[src/rtl/clock_tick_ctrl.sv]
// clock_tick_ctrl: seconds-enable prescaler, key debounce, mode select and
// run/pause control for the decade clock/calendar counter.
// Optional fast-tick key: define FAST_TICK_EN to add key_fast_n and FAST_DIV.
module clock_tick_ctrl #(
  parameter int unsigned CLK_HZ       = 50000000,
  parameter int unsigned TICK_HZ      = 1,
  parameter int unsigned DEBOUNCE_CYC = 1000000
`ifdef FAST_TICK_EN
  ,
  parameter int unsigned FAST_DIV     = 1000
`endif
) (
  input  logic clk,
  input  logic rst_n,
  input  logic key_mode_n,
  input  logic key_run_n,
`ifdef FAST_TICK_EN
  input  logic key_fast_n,
`endif
  output logic sec_tick,
  output logic mode,
  output logic running,
  output logic blink
);

  localparam int unsigned DIV   = CLK_HZ / TICK_HZ;
  localparam int unsigned PRE_W = (DIV > 1) ? $clog2(DIV) : 1;
  localparam int unsigned DB_W  = (DEBOUNCE_CYC > 1) ? $clog2(DEBOUNCE_CYC) : 1;

`ifdef FAST_TICK_EN
  localparam int unsigned NKEY  = 3;
`else
  localparam int unsigned NKEY  = 2;
`endif
  localparam int unsigned K_MODE = 0;
  localparam int unsigned K_RUN  = 1;

  localparam logic [DB_W-1:0]  DB_LAST  = DB_W'(DEBOUNCE_CYC - 1);
  localparam logic [PRE_W-1:0] PRE_LAST = PRE_W'(DIV - 1);
  localparam logic [PRE_W-1:0] PRE_HALF = PRE_W'(DIV / 2);

`ifdef FAST_TICK_EN
  localparam int unsigned K_FAST = 2;
  // A fast divider larger than DIV would overflow the prescaler; cap it.
  localparam int unsigned FAST_DIV_EFF = (FAST_DIV < DIV) ? FAST_DIV : DIV;
  localparam logic [PRE_W-1:0] FAST_LAST = PRE_W'(FAST_DIV_EFF - 1);
  localparam logic [PRE_W-1:0] FAST_HALF = PRE_W'(FAST_DIV_EFF / 2);
`endif

  typedef enum logic {
    ST_RUN   = 1'b0,
    ST_PAUSE = 1'b1
  } state_e;

  logic [NKEY-1:0]  w_keys_n;
  logic [NKEY-1:0]  r_sync1;
  logic [NKEY-1:0]  r_sync2;
  logic [NKEY-1:0]  r_lvl;
  logic [NKEY-1:0]  r_lvl_d;
  logic [DB_W-1:0]  r_db_cnt [NKEY];
  logic [NKEY-1:0]  w_press;

  state_e           r_state;
  state_e           w_state_nxt;
  logic [PRE_W-1:0] r_presc;
  logic [PRE_W-1:0] w_presc_nxt;
  logic [PRE_W-1:0] w_last;
  logic [PRE_W-1:0] w_half;
  logic             r_tick;
  logic             r_mode;
  logic             r_running;
  logic             r_blink;
  logic             w_tick_nxt;
  logic             w_mode_nxt;
  logic             w_blink_nxt;

`ifdef FAST_TICK_EN
  assign w_keys_n = {key_fast_n, key_run_n, key_mode_n};
  assign w_last   = r_lvl[K_FAST] ? PRE_LAST : FAST_LAST;
  assign w_half   = r_lvl[K_FAST] ? PRE_HALF : FAST_HALF;
`else
  assign w_keys_n = {key_run_n, key_mode_n};
  assign w_last   = PRE_LAST;
  assign w_half   = PRE_HALF;
`endif

  // Two-flop synchroniser and per-key stability counter
  always_ff @(posedge clk or negedge rst_n) begin
    if (!rst_n) begin
      r_sync1 <= '1;
      r_sync2 <= '1;
      r_lvl   <= '1;
      r_lvl_d <= '1;
      for (int unsigned k = 0; k < NKEY; k++) begin
        r_db_cnt[k] <= '0;
      end
    end else begin
      r_sync1 <= w_keys_n;
      r_sync2 <= r_sync1;
      r_lvl_d <= r_lvl;
      for (int unsigned k = 0; k < NKEY; k++) begin
        if (r_sync2[k] == r_lvl[k]) begin
          r_db_cnt[k] <= '0;
        end else if (r_db_cnt[k] == DB_LAST) begin
          r_db_cnt[k] <= '0;
          r_lvl[k]    <= r_sync2[k];
        end else begin
          r_db_cnt[k] <= r_db_cnt[k] + DB_W'(1);
        end
      end
    end
  end

  // Press = debounced falling edge; release is ignored
  assign w_press = r_lvl_d & ~r_lvl;

  // Run/pause state register
  always_ff @(posedge clk or negedge rst_n) begin
    if (!rst_n) begin
      r_state <= ST_RUN;
    end else begin
      r_state <= w_state_nxt;
    end
  end

  // Next state and next output values; the prescaler follows the current state
  always_comb begin
    w_state_nxt = r_state;
    w_presc_nxt = r_presc;
    w_tick_nxt  = 1'b0;
    w_mode_nxt  = r_mode ^ w_press[K_MODE];
    case (r_state)
      ST_RUN: begin
        w_presc_nxt = (r_presc >= w_last) ? '0 : r_presc + PRE_W'(1);
        w_tick_nxt  = (w_presc_nxt >= w_last);
        if (w_press[K_RUN]) begin
          w_state_nxt = ST_PAUSE;
        end
      end
      ST_PAUSE: begin
        if (w_press[K_RUN]) begin
          w_state_nxt = ST_RUN;
        end
      end
      default: begin
        w_state_nxt = ST_RUN;
      end
    endcase
    w_blink_nxt = (w_state_nxt == ST_RUN) && (w_presc_nxt < w_half);
  end

  // Registered prescaler and outputs
  always_ff @(posedge clk or negedge rst_n) begin
    if (!rst_n) begin
      r_presc   <= '0;
      r_tick    <= 1'b0;
      r_mode    <= 1'b0;
      r_running <= 1'b1;
      r_blink   <= 1'b1;
    end else begin
      r_presc   <= w_presc_nxt;
      r_tick    <= w_tick_nxt;
      r_mode    <= w_mode_nxt;
      r_running <= (w_state_nxt == ST_RUN);
      r_blink   <= w_blink_nxt;
    end
  end

  assign sec_tick = r_tick;
  assign mode     = r_mode;
  assign running  = r_running;
  assign blink    = r_blink;

endmodule

[config.mk]
export PLATFORM = sky130hd
export DESIGN_NAME = clock_tick_ctrl
export DESIGN_NICKNAME = d
export VERILOG_FILES = /design/src/rtl/clock_tick_ctrl.sv
export SDC_FILE = /design/constraint.sdc
export NUM_CORES = 1
export LEC_CHECK = 0
export BUFFER_PORTS_ARGS = -buffer_cell sky130_fd_sc_hd__buf_2
export CAP_MARGIN = 25
export CORE_MARGIN = 2
export CORE_UTILIZATION = 50
export CTS_CLUSTER_SIZE = 16
export DETAILED_ROUTE_END_ITERATION = 8
export GPL_ROUTABILITY_DRIVEN = 0
export PLACE_DENSITY_LB_ADDON = 0.08
export SLEW_MARGIN = 10
export SYNTH_ARGS = -nofsm -noshare
export SYNTH_HDL_FRONTEND = slang
export SYNTH_SLANG_ARGS = --single-unit
[constraint.sdc]
create_clock -name clk -period 3.5 [get_ports clk]
set_clock_uncertainty 0.2 [all_clocks]
set_input_delay 0.7 -clock clk [delete_from_list [all_inputs] [get_ports clk]]
set_output_delay 0.7 -clock clk [all_outputs]
set_load 0.005 [all_outputs]
---- Word-level counts from Yosys, hierarchy flattened ----
Cells that the tools add are included.
storage, ports and cells
  bits in registers ....................... 79
  input port bits ......................... 4
  logic and storage cells ................. 43
cells by class
  $add $sub $neg .......................... 3
  magnitude comparators ................... 3
  eq/ne operators ......................... 4
  multiplexer cells ....................... 10
  bitwise operators ....................... 7
  reduce and logical (&&, ||, !) cells .... 3
operators by type and width
  kind                                                   count
  two-way mux 20 bit                                     4
  >= comparator 26 bit (second input constant)           2
  two-way mux 26 bit                                     2
  adder 20 x 1 -> 20 bit (second input constant)         2
  == test 20 bit (second input constant)                 2
  adder 26 x 1 -> 26 bit (second input constant)         1
  < comparator 26 x 25 -> 1 bit (second input constant)  1
  inverter 1 bit                                         4
  AND reduction 2 bit                                    2
  two-way mux 1 bit                                      3
  bitwise AND 2 bit                                      1
  == test 1 bit                                          2
  inverter 2 bit                                         1
  one-hot mux 1 bit (2 select lines)                     1
  logical AND 1 bit                                      1
  bitwise XOR 1 bit                                      1

---- Longest topological paths before layout ----
  depth after elaboration ................. 6
  depth in mapped cells ................... 10
  gate-level depth less buffers ........... 9

---- Least setup slack after synthesis ----
Ideal clock, no wire load.
  path type ............................... register -> register
  from .................................... reg r_presc[0]
  to ...................................... reg r_tick (netlist: sec_tick)
  setup time .............................. 67 ps
  data arrival time ....................... 2,220 ps
  setup slack ............................. 1,013 ps
  stages on the path, launching flop included .. 10
  buffers on the path ..................... 1
  path through ............................ dfrtp_1 ha_1 nand3_2 buf_2 nor4_1 o21ai_0 a211oi_1 o31ai_1 a2111oi_1 o221a_1
on the way
  word-level cells in the longest chain between the ends .. 4
  elaborated cells between the ends (all ways) .. 5
RTL lines
  what                                                            line  text
  start, declared                                                 65    logic [PRE_W-1:0] r_presc;
  start signal, assigned                                          161   r_presc <= w_presc_nxt;
  adder 26 x 1 -> 26 bit or >= comparator 26 bit (tied branches)  134   w_presc_nxt = (r_presc >= w_last) ? '0 : r_presc + PRE_W'(1);
  two-way mux 26 bit *                                            134
  >= comparator 26 bit *                                          135   w_tick_nxt = (w_presc_nxt >= w_last);
  two-way mux 1 bit *                                             132   case (r_state)
  net w_tick_nxt                                                  73    logic w_tick_nxt;
  end signal, assigned                                            162   r_tick <= w_tick_nxt;
  end, declared                                                   69    logic r_tick;
The timed path passes the listed nets; every way through them passes the cells marked *.
A chain may end at the register's enable or synchronous reset.

---- Final worst setup path ----
  from .................................... reg r_presc[0]
  to ...................................... reg r_blink (netlist: blink)
on the way
  word-level cells in the longest chain between the ends .. 5
  elaborated cells between the ends (all ways) .. 6
RTL lines
  what                                                            line  text
  adder 26 x 1 -> 26 bit or >= comparator 26 bit (tied branches)  134
  two-way mux 26 bit *                                            134
  two-way mux 26 bit *                                            132
  net w_presc_nxt[25]                                             66    logic [PRE_W-1:0] w_presc_nxt;
  < comparator 26 x 25 -> 1 bit *                                 149   w_blink_nxt = (w_state_nxt == ST_RUN) && (w_presc_nxt < w_half);
  logical AND 1 bit *                                             149
  net w_blink_nxt                                                 75    logic w_blink_nxt;
  end signal, assigned                                            165   r_blink <= w_blink_nxt;
  end, declared                                                   72    logic r_blink;
Marked as above.

==> impl_summary.md <==
Outcome
The run finished with clean final reports.

Placement
After detailed placement, the total cell area comes to 4470 sq um. In this run the tool buffered the top-level ports with 7 buffer cells. After legalization and detailed placement, the total HPWL measured 6250 microns.

Clock network
Clock latency on the worst-skew pair, taken at its later pin, is 0.35 ns. The CTS tree is built. The hold buffer count at cts is 0. The CTS root buffer is clkbuf_8. Clock tree synthesis found a total of 79 sinks. In this run, CTS created clock tree buffers numbering 9. The H-tree depth reported by CTS is 3. The number of cells upsized or downsized after cts is 0. Clock-pin slew was measured on the worst setup and hold paths at 0.09 ns. Buffers added to address setup during post-CTS repair amount to 0.

The clock passes through at most 2 buffers.

Worst setup path
The data required time of the worst path is 3.57 ns. Of all nets on the critical path, the largest fanout is 13. The slowest stage of the critical path is the or3b_2 cell. The worst setup path is captured at a flip-flop. The capture instance of the worst register-to-register path is blink$_DFF_PN1_.

The worst setup path is launched from a flip-flop. The signal arrival time at the worst endpoint is 2.91 ns. The worst stage delay on the critical path is 0.46 ns. Traced cell by cell, the critical path runs through ha_1 -> nand3_2 -> o211ai_1 -> a21o_1 -> nand2_1 -> o21a_1 -> or3b_2 -> a21oi_1 -> a31oi_1. The critical path contains buffers and inverters numbering 0 combined.

The worst setup path is of the flip-flop to flip-flop kind. The critical register-to-register path startpoint is r_presc[0]$_DFFE_PN0N_. The family of cells with the greatest summed delay on the critical path is compound AO/OA/AOI/OAI gates. The depth of the worst register-to-register path is 9. The setup slack of the worst register-to-register path is 0.66 ns.

Synthesis
In this run, synthesis inferred 0 flip-flops with an integrated enable. After synthesis, flip-flops and latches occupy 45.6% of the total area. The synthesized net count is 488. The mean cell area of the mapped netlist is 9.07 sq um. The cell area after synthesis is 4360 sq um. The most common flop cell mapped by yosys is dfrtp_1.

The total of flip-flops plus latches after synthesis is 79. Yosys printed 0 warnings. The number of distinct library cells after synthesis is 64. In the synthesized netlist, the number of instances is 481.

The share of flip-flops with an asynchronous set or reset is 100%.

Drt
The post-route antenna net violation count is 0. The detailed router placed 3,498 vias in this run. After detailed routing, the total wire length is 9130 microns.

Dividing the detail-routed wire length by the instance count gives 15.4 microns. The number of DRC markers in iteration 0 is 188. The detailed-routing iteration count for the pre-antenna-repair pass is 4. The routed via count divided by cell count is 5.91. After detailed routing, the number of remaining DRC violations is 0.

Pwr
Registers are responsible for 53.9% of the overall power. In this run the power density over the cells is 365 nW/um^2. The net switching power figure is 0.000384 W. The switching share of power is 22.3%. In this run the static leakage power is 1.96 nW. The internal power of the cells is 0.00134 W. The share of total power in combinational logic is 2.3%. The clock network is responsible for 43.8% of the overall power. The maximum resistive drop on vdd is 0.205 mV.

Timing
Setup violations remaining at the end of the flow were counted as 0. The headroom to the max-slew limit is 55.8%. On the final layout, the worst hold slack is 0.0709 ns. The total count of hold-check failures in the final report is 0. For the pin with the worst max-slew slack, the measured transition is 0.664 ns. The clock period could shrink to 2.84 ns. Setup repair after global routing left no endpoint under its margin. Summed over all failing endpoints, the final setup total negative slack is 0 ns.

Dividing the final minimum period by the clock period gives 81.2%. Timing would allow up to 352 MHz. The number of max-slew violations in the final report is 0.

Global route
Entering global routing, the biggest net connects 80 pins. The number of antenna violations at the first check in global routing is 0. The first-pass GRT wire length is 16,100 microns. In the global route stage, overall resource usage came out at 20.5%.

The number of global-route vias before repair came to 3,465. Global routing finished with a remaining overflow of 0.

Final layout
In the final layout, the share of cells above drive strength 1 is 11.4%. The final core utilization is 54.9%. With fillers left out, the area of the finished cells amounts to 4720 sq um. The area growth from synthesis to final layout is 8.08%. 0 antenna diodes ended up in the layout. The layout net count is 486.

Floorplanning
Row generation in the floorplan step produced 34 rows. The die area is 9490 sq um. The initial cell density of the core is 50.8%. The I/O pin count is 8. The width of the die is 97.4 microns. The floorplan core area is 8590 sq um. The die extent in y is 97.4 microns.

Run
Max-cap violations in this run came to 0.

Min path
The worst min-delay path class is input pin to asynchronous set/reset pin.
## synth_stat cells (9+ instances only)
library cell | instances | area share [%]
dfrtp_1 | 69 | 40
nor2_1 | 48 | 4.1
nand2_1 | 44 | 3.8
o21ai_0 | 32 | 3.7
nand3_1 | 30 | 3.4
a21oi_1 | 24 | 2.8
and3_1 | 22 | 3.2
xnor2_1 | 22 | 4.4
clkbuf_1 | 15 | 1.3
xor2_1 | 15 | 3.0
nor3_1 | 14 | 1.6
o31ai_1 | 13 | 2.2
dfstp_2 | 10 | 6.0
inv_1 | 10 | 0.86
or3_1 | 10 | 1.4
buf_2 | 9 | 1.0
nand4_1 | 9 | 1.3
## worst max path at each step
stage | startpoint | to | slack, ns | depth (start not counted)
finish | r_presc[0]$_DFFE_PN0N_ | blink$_DFF_PN1_ | 0.66 | 9
global placement | r_presc[0]$_DFFE_PN0N_ | sec_tick$_DFF_PN0_ | 0.73 | 10
floorplan | r_presc[0]$_DFFE_PN0N_ | sec_tick$_DFF_PN0_ | 1.01 | 9
CTS | r_presc[0]$_DFFE_PN0N_ | blink$_DFF_PN1_ | 0.64 | 9
global route | r_presc[0]$_DFFE_PN0N_ | blink$_DFF_PN1_ | 0.34 | 9
detailed placement | r_presc[0]$_DFFE_PN0N_ | blink$_DFF_PN1_ | 0.66 | 9
## registers in the layout (all words and copies together) (netlist names)
| name | cells |
|---|---|
| r_sync1 | 2 |
| mode | 1 |
| r_sync2 | 2 |
| blink | 1 |
| r_state | 1 |
| r_lvl_d | 2 |
| r_db_cnt | 40 |
| r_lvl | 2 |
| r_presc | 26 |
| running | 1 |
| sec_tick | 1 |
## metal layers
layer  part of all wire (%)  wire length, microns  track usage [%]  vias to the layer above
li1                       -                     -                -                     1727
met1                     48                  4370             27.9                     1684
met2                     47                  4290             31.9                       63
met3                    2.7                   246             3.88                       24
met4                    2.5                   225             9.51                        0
met5                      0                     0                0                        -
## metrics by stage
step           total power, W  instances  setup slack [ns]
2_1_floorplan        0.000960        481              1.01
3_3_place_gp         0.000983        575             0.728
3_5_place_dp         0.000984        575             0.655
4_1_cts               0.00174        591             0.643
5_1_grt               0.00179        592             0.340
6_report              0.00172        592             0.658
## power by group through the flow
stage                     Combinational (W)  Clock [W]  Sequential (W)
after floorplan                   0.0000147          0        0.000945
after global placement            0.0000374          0        0.000946
after detailed placement          0.0000380          0        0.000946
after CTS                         0.0000382   0.000778        0.000928
after global routing              0.0000474   0.000817        0.000930
final                             0.0000402   0.000755        0.000928
## layout make-up
class,instances,area [sq um]
multi-input combinational,362,2200
tap,108,135
clock inverter,6,92.6
inverter,10,37.5
fill,765,3880
clock buffer,10,128
sequential,79,1990
timing repair buffer,17,133
## cells by family after synthesis
| group | synth area share, % |
|---|---|
| multiplexers | 0.516 |
| adder cells (fa/ha/maj) | 0.860 |
| buffers and inverters | 3.96 |
| AND/OR/NAND/NOR | 26.0 |
| flip-flops | 45.6 |
| XOR/XNOR | 7.43 |
| AO/OA/AOI/OAI | 15.7 |
## cell usage in the layout (no fill, tap or decap), types with 13 or more instances in the layout
cell type / n
o31ai_1: 13
nand3_1: 30
dfrtp_1: 69
a21oi_1: 24
nor3_1: 14
o21ai_0: 32
and3_1: 22
xor2_1: 15
nor2_1: 48
xnor2_1: 22
nand2_1: 44
No activity file was read; power rests on OpenSTA's default activity.
